[src/rtl/mem_if_pkg.sv]
// Shared definitions for the memory access controller: data width,
// controller state encoding, default timeout and address alignment helper.
package mem_if_pkg;

    localparam int unsigned XLEN            = 32;
    localparam int unsigned TIMEOUT_DEFAULT = 16;

    typedef enum logic [1:0] {
        IDLE   = 2'd0,
        ACCESS = 2'd1,
        DONE   = 2'd2
    } mem_state_t;

    // Memory is word addressed; byte offset bits are dropped, never faulted.
    function automatic logic [XLEN-1:0] align_word(input logic [XLEN-1:0] a);
        return {a[XLEN-1:2], 2'b00};
    endfunction

endpackage

[src/rtl/mem_watchdog.sv]
// Counts consecutive cycles with run high; expired flags the cycle in which
// the running count (starting at 1) reaches TIMEOUT_CYCLES.
// Only instantiated when MEM_TIMEOUT_EN is defined.
module mem_watchdog
    import mem_if_pkg::*;
#(
    parameter int unsigned TIMEOUT_CYCLES = TIMEOUT_DEFAULT
) (
    input  logic clk,
    input  logic reset,
    input  logic run,
    output logic expired
);

    localparam int unsigned CW = (TIMEOUT_CYCLES < 2) ? 1 : $clog2(TIMEOUT_CYCLES + 1);

    // cnt holds the number of run cycles already completed
    logic [CW-1:0] cnt;

    // Count while run is high, clear as soon as it drops
    always_ff @(posedge clk or posedge reset) begin
        if (reset) begin
            cnt <= '0;
        end else if (!run) begin
            cnt <= '0;
        end else if (!expired) begin
            cnt <= cnt + CW'(1);
        end
    end

    // Current cycle number is cnt+1, so compare against TIMEOUT_CYCLES-1
    always_comb begin
        expired = run && (cnt == CW'(TIMEOUT_CYCLES - 1));
    end

endmodule

[src/rtl/mem_access_ctrl.sv]
// Memory access controller between the multi-cycle control FSM and a
// handshaked memory. A request in IDLE latches address/data, ACCESS holds
// the access until mem_ready, DONE pulses for one cycle.
// Optional feature: define MEM_TIMEOUT_EN to abort ACCESS after
// TIMEOUT_CYCLES cycles with an Err pulse.
module mem_access_ctrl
    import mem_if_pkg::*;
#(
    parameter int unsigned TIMEOUT_CYCLES = TIMEOUT_DEFAULT
) (
    input  logic            clk,
    input  logic            reset,
    input  logic            MemRead,
    input  logic            MemWrite,
    input  logic [XLEN-1:0] Adr,
    input  logic [XLEN-1:0] WriteData,
    input  logic            mem_ready,
    input  logic [XLEN-1:0] mem_rdata,
    output logic            mem_valid,
    output logic            mem_we,
    output logic [XLEN-1:0] mem_addr,
    output logic [XLEN-1:0] mem_wdata,
    output logic [XLEN-1:0] ReadData,
    output logic            Stall,
    output logic            Done,
    output logic            Err
);

    mem_state_t state, state_next;
    logic       req;
    logic       expired;
    logic       unused_adr;

    assign req        = MemRead | MemWrite;
    assign unused_adr = ^Adr[1:0];

`ifdef MEM_TIMEOUT_EN
    logic err_q;

    mem_watchdog #(
        .TIMEOUT_CYCLES(TIMEOUT_CYCLES)
    ) u_watchdog (
        .clk    (clk),
        .reset  (reset),
        .run    (state == ACCESS),
        .expired(expired)
    );

    // Remember whether ACCESS ended by timeout; only observable in DONE
    always_ff @(posedge clk or posedge reset) begin
        if (reset) begin
            err_q <= 1'b0;
        end else begin
            err_q <= (state == ACCESS) && !mem_ready && expired;
        end
    end

    assign Err = err_q;
`else
    logic [31:0] unused_cfg;

    assign unused_cfg = 32'(TIMEOUT_CYCLES);
    assign expired    = 1'b0;
    assign Err        = 1'b0;
`endif

    // State register
    always_ff @(posedge clk or posedge reset) begin
        if (reset) begin
            state <= IDLE;
        end else begin
            state <= state_next;
        end
    end

    // Next-state logic; mem_ready wins over a simultaneous timeout
    always_comb begin
        state_next = state;
        unique case (state)
            IDLE:    if (req) state_next = ACCESS;
            ACCESS:  if (mem_ready || expired) state_next = DONE;
            DONE:    state_next = IDLE;
            default: state_next = IDLE;
        endcase
    end

    // FSM outputs; Stall is gated by reset so it drops immediately
    // even while the control FSM still presents a request
    always_comb begin
        mem_valid = (state == ACCESS);
        Done      = (state == DONE);
        Stall     = !reset && (((state == IDLE) && req) || (state == ACCESS));
    end

    // Request latch and read-data capture
    always_ff @(posedge clk or posedge reset) begin
        if (reset) begin
            mem_addr  <= '0;
            mem_wdata <= '0;
            mem_we    <= 1'b0;
            ReadData  <= '0;
        end else begin
            if ((state == IDLE) && req) begin
                mem_addr  <= align_word(Adr);
                mem_wdata <= WriteData;
                mem_we    <= MemWrite;
            end
            if ((state == ACCESS) && mem_ready && !mem_we) begin
                ReadData <= mem_rdata;
            end
        end
    end

endmodule

[config.mk]
export PLATFORM = sky130hd
export DESIGN_NAME = mem_access_ctrl
export DESIGN_NICKNAME = d
export VERILOG_FILES = /design/src/rtl/mem_if_pkg.sv /design/src/rtl/mem_watchdog.sv /design/src/rtl/mem_access_ctrl.sv
export SDC_FILE = /design/constraint.sdc
export NUM_CORES = 1
export LEC_CHECK = 0
export BUFFER_PORTS_ARGS = -buffer_cell sky130_fd_sc_hd__buf_2
export CAP_MARGIN = 20
export CORE_UTILIZATION = 40
export CTS_CLUSTER_SIZE = 8
export DETAILED_ROUTE_END_ITERATION = 7
export PLACE_DENSITY = 0.72
export SLEW_MARGIN = 10
export SYNTH_ARGS = -nofsm -noshare
export SYNTH_HDL_FRONTEND = slang
export SYNTH_SLANG_ARGS = --single-unit
[constraint.sdc]
create_clock -name clk -period 5.52 [get_ports clk]
set_input_delay 1.104 -clock clk [delete_from_list [all_inputs] [get_ports clk]]
set_output_delay 1.104 -clock clk [all_outputs]
set_load 0.02 [all_outputs]
==> Word-level counts from Yosys, hierarchy flattened <==
Cells that the tools add are included.
{ "totals": {"elab_cells": 22, "output_inout_bits": 101, "inputBits": 101, "regBits": 97} }
{ "classes": {"eq_ne": 4, "bitwise": 1, "reduce_logical": 9, "mux": 3} }
{ "op_table": {"columns": ["cell", "count"], "rows": [
  ["1-bit logical AND", 4],
  ["2-bit two-way mux", 2],
  ["2-bit != test, second input constant", 2],
  ["2-bit one-hot mux with 2 select lines", 1],
  ["2-bit by 1-bit equality test with 1-bit output, second input constant", 1],
  ["2-bit equality test, second input constant", 1],
  ["1-bit zero test", 2],
  ["2-bit zero test", 1],
  ["2-bit AND reduction", 1],
  ["1-bit logical OR", 1],
  ["1-bit bitwise OR", 1]
]} }

==> Logic depth before layout (Yosys ltp) <==
Gate-level depths: netlist of the first run.
{ "logic_depth": {"depth_word": 4, "depth_mapped": 5, "ltp_nobuf": 3} }

==> Least setup slack after synthesis of the first run <==
Ideal clock, no wire load.
{ "synth_timing": {"path_type": "input to output", "startpoint": "input port MemWrite", "endpoint": "output port Stall", "t_arrival_ns": 1.607, "path_stages": 2, "required_ns": 4.416, "slack_ns": 2.809, "cell_sequence": "nor3_1 > nor3_1"} }
{ "synth_via": {"elab_chain_cells": 4} }
{ "synth_lines": {"columns": ["element", "line_no", "text"], "rows": [
  ["start, declared", "mem_access_ctrl.sv:14", "input logic MemWrite,"],
  ["1-bit bitwise OR", "mem_access_ctrl.sv:34", "assign req = MemRead | MemWrite;"],
  ["1-bit logical AND", "mem_access_ctrl.sv:92", "Stall = !reset && (((state == IDLE) && req) || (state == ACCESS));"],
  ["1-bit logical OR", "mem_access_ctrl.sv:92", null],
  ["1-bit logical AND", "mem_access_ctrl.sv:92", null],
  ["end, declared", "mem_access_ctrl.sv:24", "output logic Stall,"]
]} }
Every way passes these cells.

==> Final worst setup path of the first run <==
Same ends and word-level chain as after synthesis.

==> metrics.md, run 1 <==
| Metric | Value |
|---|---|
| Slew @ Worst Pin | 0.731 ns |
| Area leader, netlist | dfrtp_1 |
| Pwr Density | 614 nW/µm² |
| Initial antenna violation count | 0 |
| Gate power share | 0.464 |
| Vias in the first global route | 2,575 |
| Crit. End Element | output pin |
| Max cap viols | 0 |
| GR Overflow Total | 0 |
| Final Hold Viols | 0 |
| Data required time of the critical path | 4.42 ns |
| Clock tree buffer depth | 2 |
| # diodes | 0 |
| Via density | 4.51 |
| Critical path class | in -> out |
| Post-synthesis async set-or-reset flop share | 1.00 |
| Yosys top cell area share | 0.634 |
| Tmin final | 2.82 ns |
| Final Net Count | 517 |
| Final Worst Setup Slack | 2.70 ns |
| Post_cts resized | 0 |
| WL/cell | 14.0 µm |
| Period Utilization, post-route | 0.511 |
| CP Buf/Inv Count | 2 |
| Crit-path leading delay family | simple AND/OR/NAND/NOR gates |
| Final core occ | 0.548 |
| Routability cong. | 0.756 |
| Most frequent cells after synthesis | dfrtp_1 (97), mux2_2 (64), mux2_4 (30), buf_4 (9), buf_12 (3) |
| Hold Path Origin | mem_wdata[11] |
| Row cnt | 35 |
| RSZ-0062 raised after global routing | false |
| H-tree levels | 3 |
| Area growth from synthesis to layout | 32.3% |
| Post-synth EDFFs | 0 |
| Startpoint class of the critical path | primary input |
| Rel. slew slack | 0.512 |
| Setup_tns | 0 ns |
| Num CTS Buffers | 9 |
| Die H | 99.8 µm |
| Post-place setup slack | 2.62 ns |
| Worst VDD drop | 285 µV |
| Die W | 99.8 µm |
| Post-Synthesis Cell Area | 3830 µm² |
| Ys flop type | dfrtp_1 |
| CTS clk-pin slew, worst paths | 0.09 ns |
| CTS sink count | 97 |
| Clk root buf | clkbuf_8 |
| Top Ports | 202 |
| Synth top area cells | dfrtp_1 (63%), mux2_2 (19%), mux2_4 (12%) |
| Setup-failing EPs final | 0 |
| Warnings from Yosys | 0 |
| Starting Density | 0.414 |
| Slowest stage cell on the critical path | nor3_1 |
| Top-count cell post-synth | dfrtp_1 |
| Clock power frac | 0.139 |
| Layout cells sized above 1 | 0.741 |
| Internal power | 1.89 mW |
| Syn Area/Cell | 17.6 µm² |
| Vias after detailed routing | 2,480 |
| Core ar. | 9240 µm² |
| P_sw | 1.22 mW |
| DRC | 0 |
| Critical Path Source | MemWrite |
| Hpwl dp | 5560 µm |
| P_leak | 2.52 nW |
| Detailed Route WL | 7700 µm |
| CP arrival | 1.72 ns |
| First-pass GRT wire length | 12,100 µm |
| Largest net degree at the start of global routing | 58 |
| I/O Buffers | 196 |
| Cell variety after synth | 19 |
| DR pass1 iterations | 4 |
| Synth Register Bits | 97 |
| Final ANT Viol Nets | 0 |
| F_max | 0.354 GHz |
| CTS tree | built |
| Final Max Tran Viols | 0 |
| Register area share after synthesis | 0.634 |
| Sw Share | 0.393 |
| Crit Path Max Fanout | 3 |
| Later-pin clock latency in the skew report | 0.36 ns |
| Hold/Removal Path Class | reg -> reg |
| Gr usage total | 0.157 |
| Worst-path cell chain | buf_2 -> nor3_1 -> nor3_1 -> buf_2 |
| Gate Count Post-Synth | 218 |
| Worst R2R Start | state[0] |
| Cts hold-fix bufs | 0 |
| Status | complete, no violations |
| Die area | 9960 µm² |
| DRT iter0 DRCs | 34 |
| Sequential power share | 0.397 |
| Clock Skews | 0.0120 ns |
| Max incr delay on CP | 0.23 ns |
| Setup bufs post-CTS | 0 |
[cell type report]
cell class,count,area [µm²]
clock buffers,9,124
clock inverters,7,60.1
fillers,783,4180
inverters,1,6.26
multi-input cells,108,1260
flip-flops and latches,97,2430
well taps,129,161
repair buffers,199,1020
[state kept, by name (all words and copies together), names as in the netlist]
name       cells
mem_we         1
ReadData      32
state          2
mem_addr      30
mem_wdata     32
[through the flow]
| stage | cells | hold WS, ns | total power [mW] | cell area, µm² |
|---|---|---|---|---|
| floorplan | 220 | 0.471 | 2.24 | 3830 |
| global placement | 533 | 0.485 | 2.66 | 4850 |
| detailed placement | 534 | 0.488 | 2.71 | 4880 |
| CTS | 550 | 0.512 | 3.15 | 5060 |
| global route | 550 | 0.523 | 3.30 | 5060 |
| finish | 550 | 0.506 | 3.11 | 5060 |
[logic make-up after synthesis]
kind of cell | Yosys count | synth area share
other cells | 1 | 0.000980
flops | 97 | 0.634
buf+inv | 15 | 0.0386
mux | 94 | 0.306
simple gates | 8 | 0.0141
compound gates | 3 | 0.00621
[routing by layer]
metal	track usage	vias up	wire, µm
li1	-	1142	-
met1	0.182	1205	3200
met2	0.261	120	3730
met3	0.0564	13	614
met4	0.0724	0	152
met5	0	-	0
[worst paths after layout]
path,endpoint,slack (ns),cells past startpoint
hold / removal,mem_wdata[11],0.51,1
setup / recovery,Stall,2.70,4
min in group asynchronous,mem_wdata[6],0.79,2
max in group asynchronous,mem_we,3.64,3
setup reg to reg,mem_wdata[17],3.23,4
hold reg to reg,mem_wdata[11],0.51,1
[worst reg2reg max path, cell delays in order (launching register included)]
cell     delay (ns)
dfrtp_1        0.44
nor2_1         0.19
o21a_2         0.64
buf_4          0.50
mux2_2         0.41
[layout by cell type, fill, tap and decap left out, drive strengths merged]
| master | netlist | routed |
|---|---|---|
| a211oi | 1 | 1 |
| a22o | 1 | 1 |
| and2b | 1 | 1 |
| and3b | 1 | 1 |
| buf | 14 | 199 |
| clkbuf | 0 | 9 |
| clkinv | 0 | 1 |
| clkinvlp | 0 | 3 |
| conb | 1 | 3 |
| dfrtp | 97 | 97 |
| inv | 1 | 4 |
| mux2 | 94 | 94 |
| nand2 | 1 | 1 |
| nor2 | 1 | 1 |
| nor2b | 2 | 2 |
| nor3 | 2 | 2 |
| o21a | 1 | 1 |
[power by group through the flow]
stage	clock, mW	sequential [mW]	combinational (mW)
floorplan	0	1.69	0.548
CTS	0.453	1.24	1.46
finish	0.430	1.23	1.44
global placement	0	1.23	1.43
global route	0.478	1.28	1.53
detailed placement	0	1.25	1.46
No activity file was read; power rests on OpenSTA's default activity.
==> run 2: changes to the inputs <==
--- a/config.mk
+++ b/config.mk
@@ -5,6 +5,7 @@
 export SDC_FILE = /design/constraint.sdc
 export NUM_CORES = 1
 export LEC_CHECK = 0
+export ABC_AREA = 1
 export BUFFER_PORTS_ARGS = -buffer_cell sky130_fd_sc_hd__buf_2
 export CAP_MARGIN = 20
 export CORE_UTILIZATION = 40
==> constraint.sdc (replaced) <==
create_clock -name clk -period 2.7 [get_ports clk]
set_input_delay 0.54 -clock clk [delete_from_list [all_inputs] [get_ports clk]]
set_output_delay 0.54 -clock clk [all_outputs]
set_load 0.02 [all_outputs]
==> metrics.md, run 2 <==
| Metric | Value |
|---|---|
| Largest family of logic cells by synthesized area | simple AND/OR/NAND/NOR gates (was multiplexers) |
| Core ar. | 9330 µm² (was 9240 µm²) |
| Critical path class | reg -> out (was in -> out) |
| Yosys top cell area share | 0.622 (was 0.634) |
| DRC | 0 (unchanged) |
| Slowest stage cell on the critical path | dfrtp_1 (was nor3_1) |
| Period Utilization, post-route | 0.763 |
| Hpwl dp | 6620 µm (was 5560 µm) |
| Final Max Tran Viols | 0 (unchanged) |
| Die H | 101 µm (was 99.8 µm) |
| Status | complete, no violations (unchanged) |
| Final ANT Viol Nets | 0 (unchanged) |
| Startpoint class of the critical path | flop (was primary input) |
| CP arrival | 1.52 ns (was 1.72 ns) |
| Routed wl met2 | 4580 µm (was 3730 µm) |
| Max cap viols | 0 (unchanged) |
| Setup-failing EPs final | 0 (unchanged) |
| Clk root buf | clkbuf_8 (unchanged) |
| Gr usage total | 0.200 (was 0.157) |
| Top Ports | 202 (unchanged) |
| Non-Filler Instances | 749 (was 550) |
| WL/cell | 13.3 µm (was 14.0 µm) |
| Vias in the first global route | 3,358 (was 2,575) |
| DR pass1 iterations | 6 (was 4) |
| Layout cells sized above 1 | 0.358 (was 0.741) |
| Adder-cell share of the synthesized area | 0 (unchanged) |
| P_leak | 3.00 nW (was 2.52 nW) |
| Num CTS Buffers | 9 (unchanged) |
| Vias after detailed routing | 3,625 (was 2,480) |
| DRT iter0 DRCs | 154 (was 34) |
| Post-synthesis xor/xnor area fraction | 0 (unchanged) |
| Worst R2R Start | state[0] (unchanged) |
| Setup bufs post-CTS | 0 (unchanged) |
| Filler cell count | 884 (was 783) |
| Area leader, netlist | dfrtp_1 (unchanged) |
| Die area | 10,200 µm² (was 9960 µm²) |
| Crit Path Max Fanout | 33 (was 3) |
| Multiplexer share of the synthesized area | 0 (was 0.306) |
| H-tree levels | 3 (unchanged) |
| Post-synthesis async set-or-reset flop share | 1.00 (unchanged) |
| CTS sink count | 97 (unchanged) |
| Pwr Density | 1270 nW/µm² (was 614 nW/µm²) |
| Via density | 4.84 (was 4.51) |
| Worst-path cell chain | inv_1 -> nor2_2 -> buf_4 -> buf_2 (was buf_2 -> nor3_1 -> nor3_1 -> buf_2) |
| Post-synth EDFFs | 0 (unchanged) |
| Compound-Gate Fraction of Synth Area | 0.00481 (was 0.00621) |
| Crit. End Element | output pin (unchanged) |
| Register area share after synthesis | 0.622 (was 0.634) |
| Top Metal Used | met4 (unchanged) |
| Most frequent cells after synthesis | nand2_1 (191), dfrtp_1 (97), nand3_1 (62), nand4_1 (33), clkbuf_1 (16) (was dfrtp_1 (97), mux2_2 (64), mux2_4 (30), buf_4 (9), buf_12 (3)) |
| Final Hold Viols | 0 (unchanged) |
| Synth top area cells | dfrtp_1 (62%), nand2_1 (18%), nand3_1 (7.9%) (was dfrtp_1 (63%), mux2_2 (19%), mux2_4 (12%)) |
| Die W | 101 µm (was 99.8 µm) |
| Crit-path leading delay family | buffers and inverters (was simple AND/OR/NAND/NOR gates) |
| CTS clk-pin slew, worst paths | 0.10 ns (was 0.09 ns) |
| Metal-1 WL | 4260 µm (was 3200 µm) |
| Rel. slew slack | 0.569 (was 0.512) |
| Syn Area/Cell | 9.00 µm² (was 17.6 µm²) |
| Clock tree buffer depth | 2 (unchanged) |
| Final Net Count | 716 (was 517) |
| Hold/Removal Path Class | in -> async (was reg -> reg) |
| Slew @ Worst Pin | 0.647 ns (was 0.731 ns) |
| Worst VDD drop | 604 µV (was 285 µV) |
| Post-Synthesis Cell Area | 3900 µm² (was 3830 µm²) |
| RSZ-0062 raised after global routing | false (unchanged) |
| Cells on worst reg2reg path | 4 (unchanged) |
| Initial antenna violation count | 0 (unchanged) |
| Largest regs | ReadData (32), mem_wdata (32), mem_addr (30) (unchanged) |
| CTS tree | built (unchanged) |
| Row cnt | 35 (unchanged) |
| Routability cong. | 0.730 (was 0.756) |
| Area growth from synthesis to layout | 31.9% (was 32.3%) |
| Gate Count Post-Synth | 434 (was 218) |
| Storage cell area | 2430 µm² (unchanged) |
| Critical Path Source | state[0] (was MemWrite) |
| Later-pin clock latency in the skew report | 0.36 ns (about the same) |
| F_max | 0.485 GHz |
| I/O Buffers | 196 (unchanged) |
| GR Overflow Total | 0 (unchanged) |
| # diodes | 0 (unchanged) |
| Most frequent cells in the layout | buf_2 (196), nand2_1 (189), dfrtp_1 (97), nand3_1 (62), nand4_1 (33) (was buf_2 (196), dfrtp_1 (97), mux2_2 (64), mux2_4 (30), clkbuf_8 (9)) |
| Detailed Route WL | 9990 µm (was 7700 µm) |
| Warnings from Yosys | 0 (unchanged) |
| Metal3 WL | 996 µm (was 614 µm) |
| Cell variety after synth | 16 (was 19) |
| Cts hold-fix bufs | 0 (unchanged) |
| Data required time of the critical path | 2.16 ns (was 4.42 ns) |
| Largest net degree at the start of global routing | 89 (was 58) |
| Cell count along the critical path | 4 (unchanged) |
| Starting Density | 0.419 (was 0.414) |
| Post_cts resized | 0 (unchanged) |
| Max incr delay on CP | 0.43 ns (was 0.23 ns) |
| First-pass GRT wire length | 15,800 µm (was 12,100 µm) |
| Placed Cells | 733 (was 534) |
| Simple-Gate Fraction of Synth Area | 0.322 (was 0.0141) |
| Clock Skews | 0.0159 ns (was 0.0120 ns) |
| Synth Register Bits | 97 (unchanged) |
| Setup_tns | 0 ns (unchanged) |
| Ys flop type | dfrtp_1 (unchanged) |
| Multi-input gate area | 1290 µm² (was 1260 µm²) |
| Top-count cell post-synth | nand2_1 (was dfrtp_1) |
| Commonest non-fill, non-tap cell in the layout | buf_2 (unchanged) |
| Tmin final | 2.06 ns |
| CP Buf/Inv Count | 3 (was 2) |
-- run 2: changes by cell type after synthesis, moves of 3 or more --
| cell | before | now |
|---|---|---|
| buf_4 | 9 | 5 |
| nand3_1 | 0 | 62 |
| inv_1 | 1 | 8 |
| mux2_2 | 64 | 0 |
| nand4_1 | 0 | 33 |
| buf_2 | 1 | 7 |
| clkbuf_1 | 0 | 16 |
| mux2_4 | 30 | 0 |
| nand2_1 | 1 | 191 |
| buf_12 | 3 | 0 |
| buf_1 | 0 | 6 |
-- run 2: report_power, final --
group	internal, mW	switching, mW
Sequential	2.14	0.355
Combinational	0.956	2.15
Clock	0.432	0.492
-- run 2: worst paths after layout --
kind | slack (ns) | end
max | 0.64 | mem_valid
min | 0.12 | ReadData[2]
max reg2reg | 1.24 | mem_wdata[10]
min reg2reg | 0.47 | ReadData[8]
max in group asynchronous | 1.84 | mem_addr[25]
min in group clk | 0.41 | mem_wdata[31]
-- run 2: final cells by class --
| cell class | count | share of cell area |
|---|---|---|
| clock buffer | 12 | 0.0262 |
| clock inverter | 4 | 0.0104 |
| inverter | 8 | 0.00656 |
| multi-input combinational | 296 | 0.251 |
| sequential | 97 | 0.471 |
| tap | 129 | 0.0313 |
| timing repair buffer | 203 | 0.203 |
-- run 2: through the flow --
stage	hold WS [ns]	util	instance area [µm²]	total power [mW]	setup WS (ns)
floorplan	0.577	-	3920	4.58	0.794
global placement	0.448	0.532	4960	5.58	0.979
detailed placement	0.453	0.532	4960	5.66	0.947
CTS	0.113	0.552	5150	6.60	0.604
global route	0.124	0.552	5150	7.03	0.528
finish	0.121	0.552	5150	6.53	0.640
-- run 2: logic make-up (layout without fill, tap and decap cells) --
group,count (synthesis),in the layout
compound gates,3,3
buf+inv,43,227
flops,97,97
other cells,1,3
simple gates,290,290
-- run 2: per-layer routing --
| layer | global-route usage | vias to the layer above |
|---|---|---|
| li1 | - | 1764 |
| met1 | 0.244 | 1683 |
| met2 | 0.326 | 164 |
| met3 | 0.0707 | 14 |
| met4 | 0.0758 | 0 |
| met5 | 0 | - |
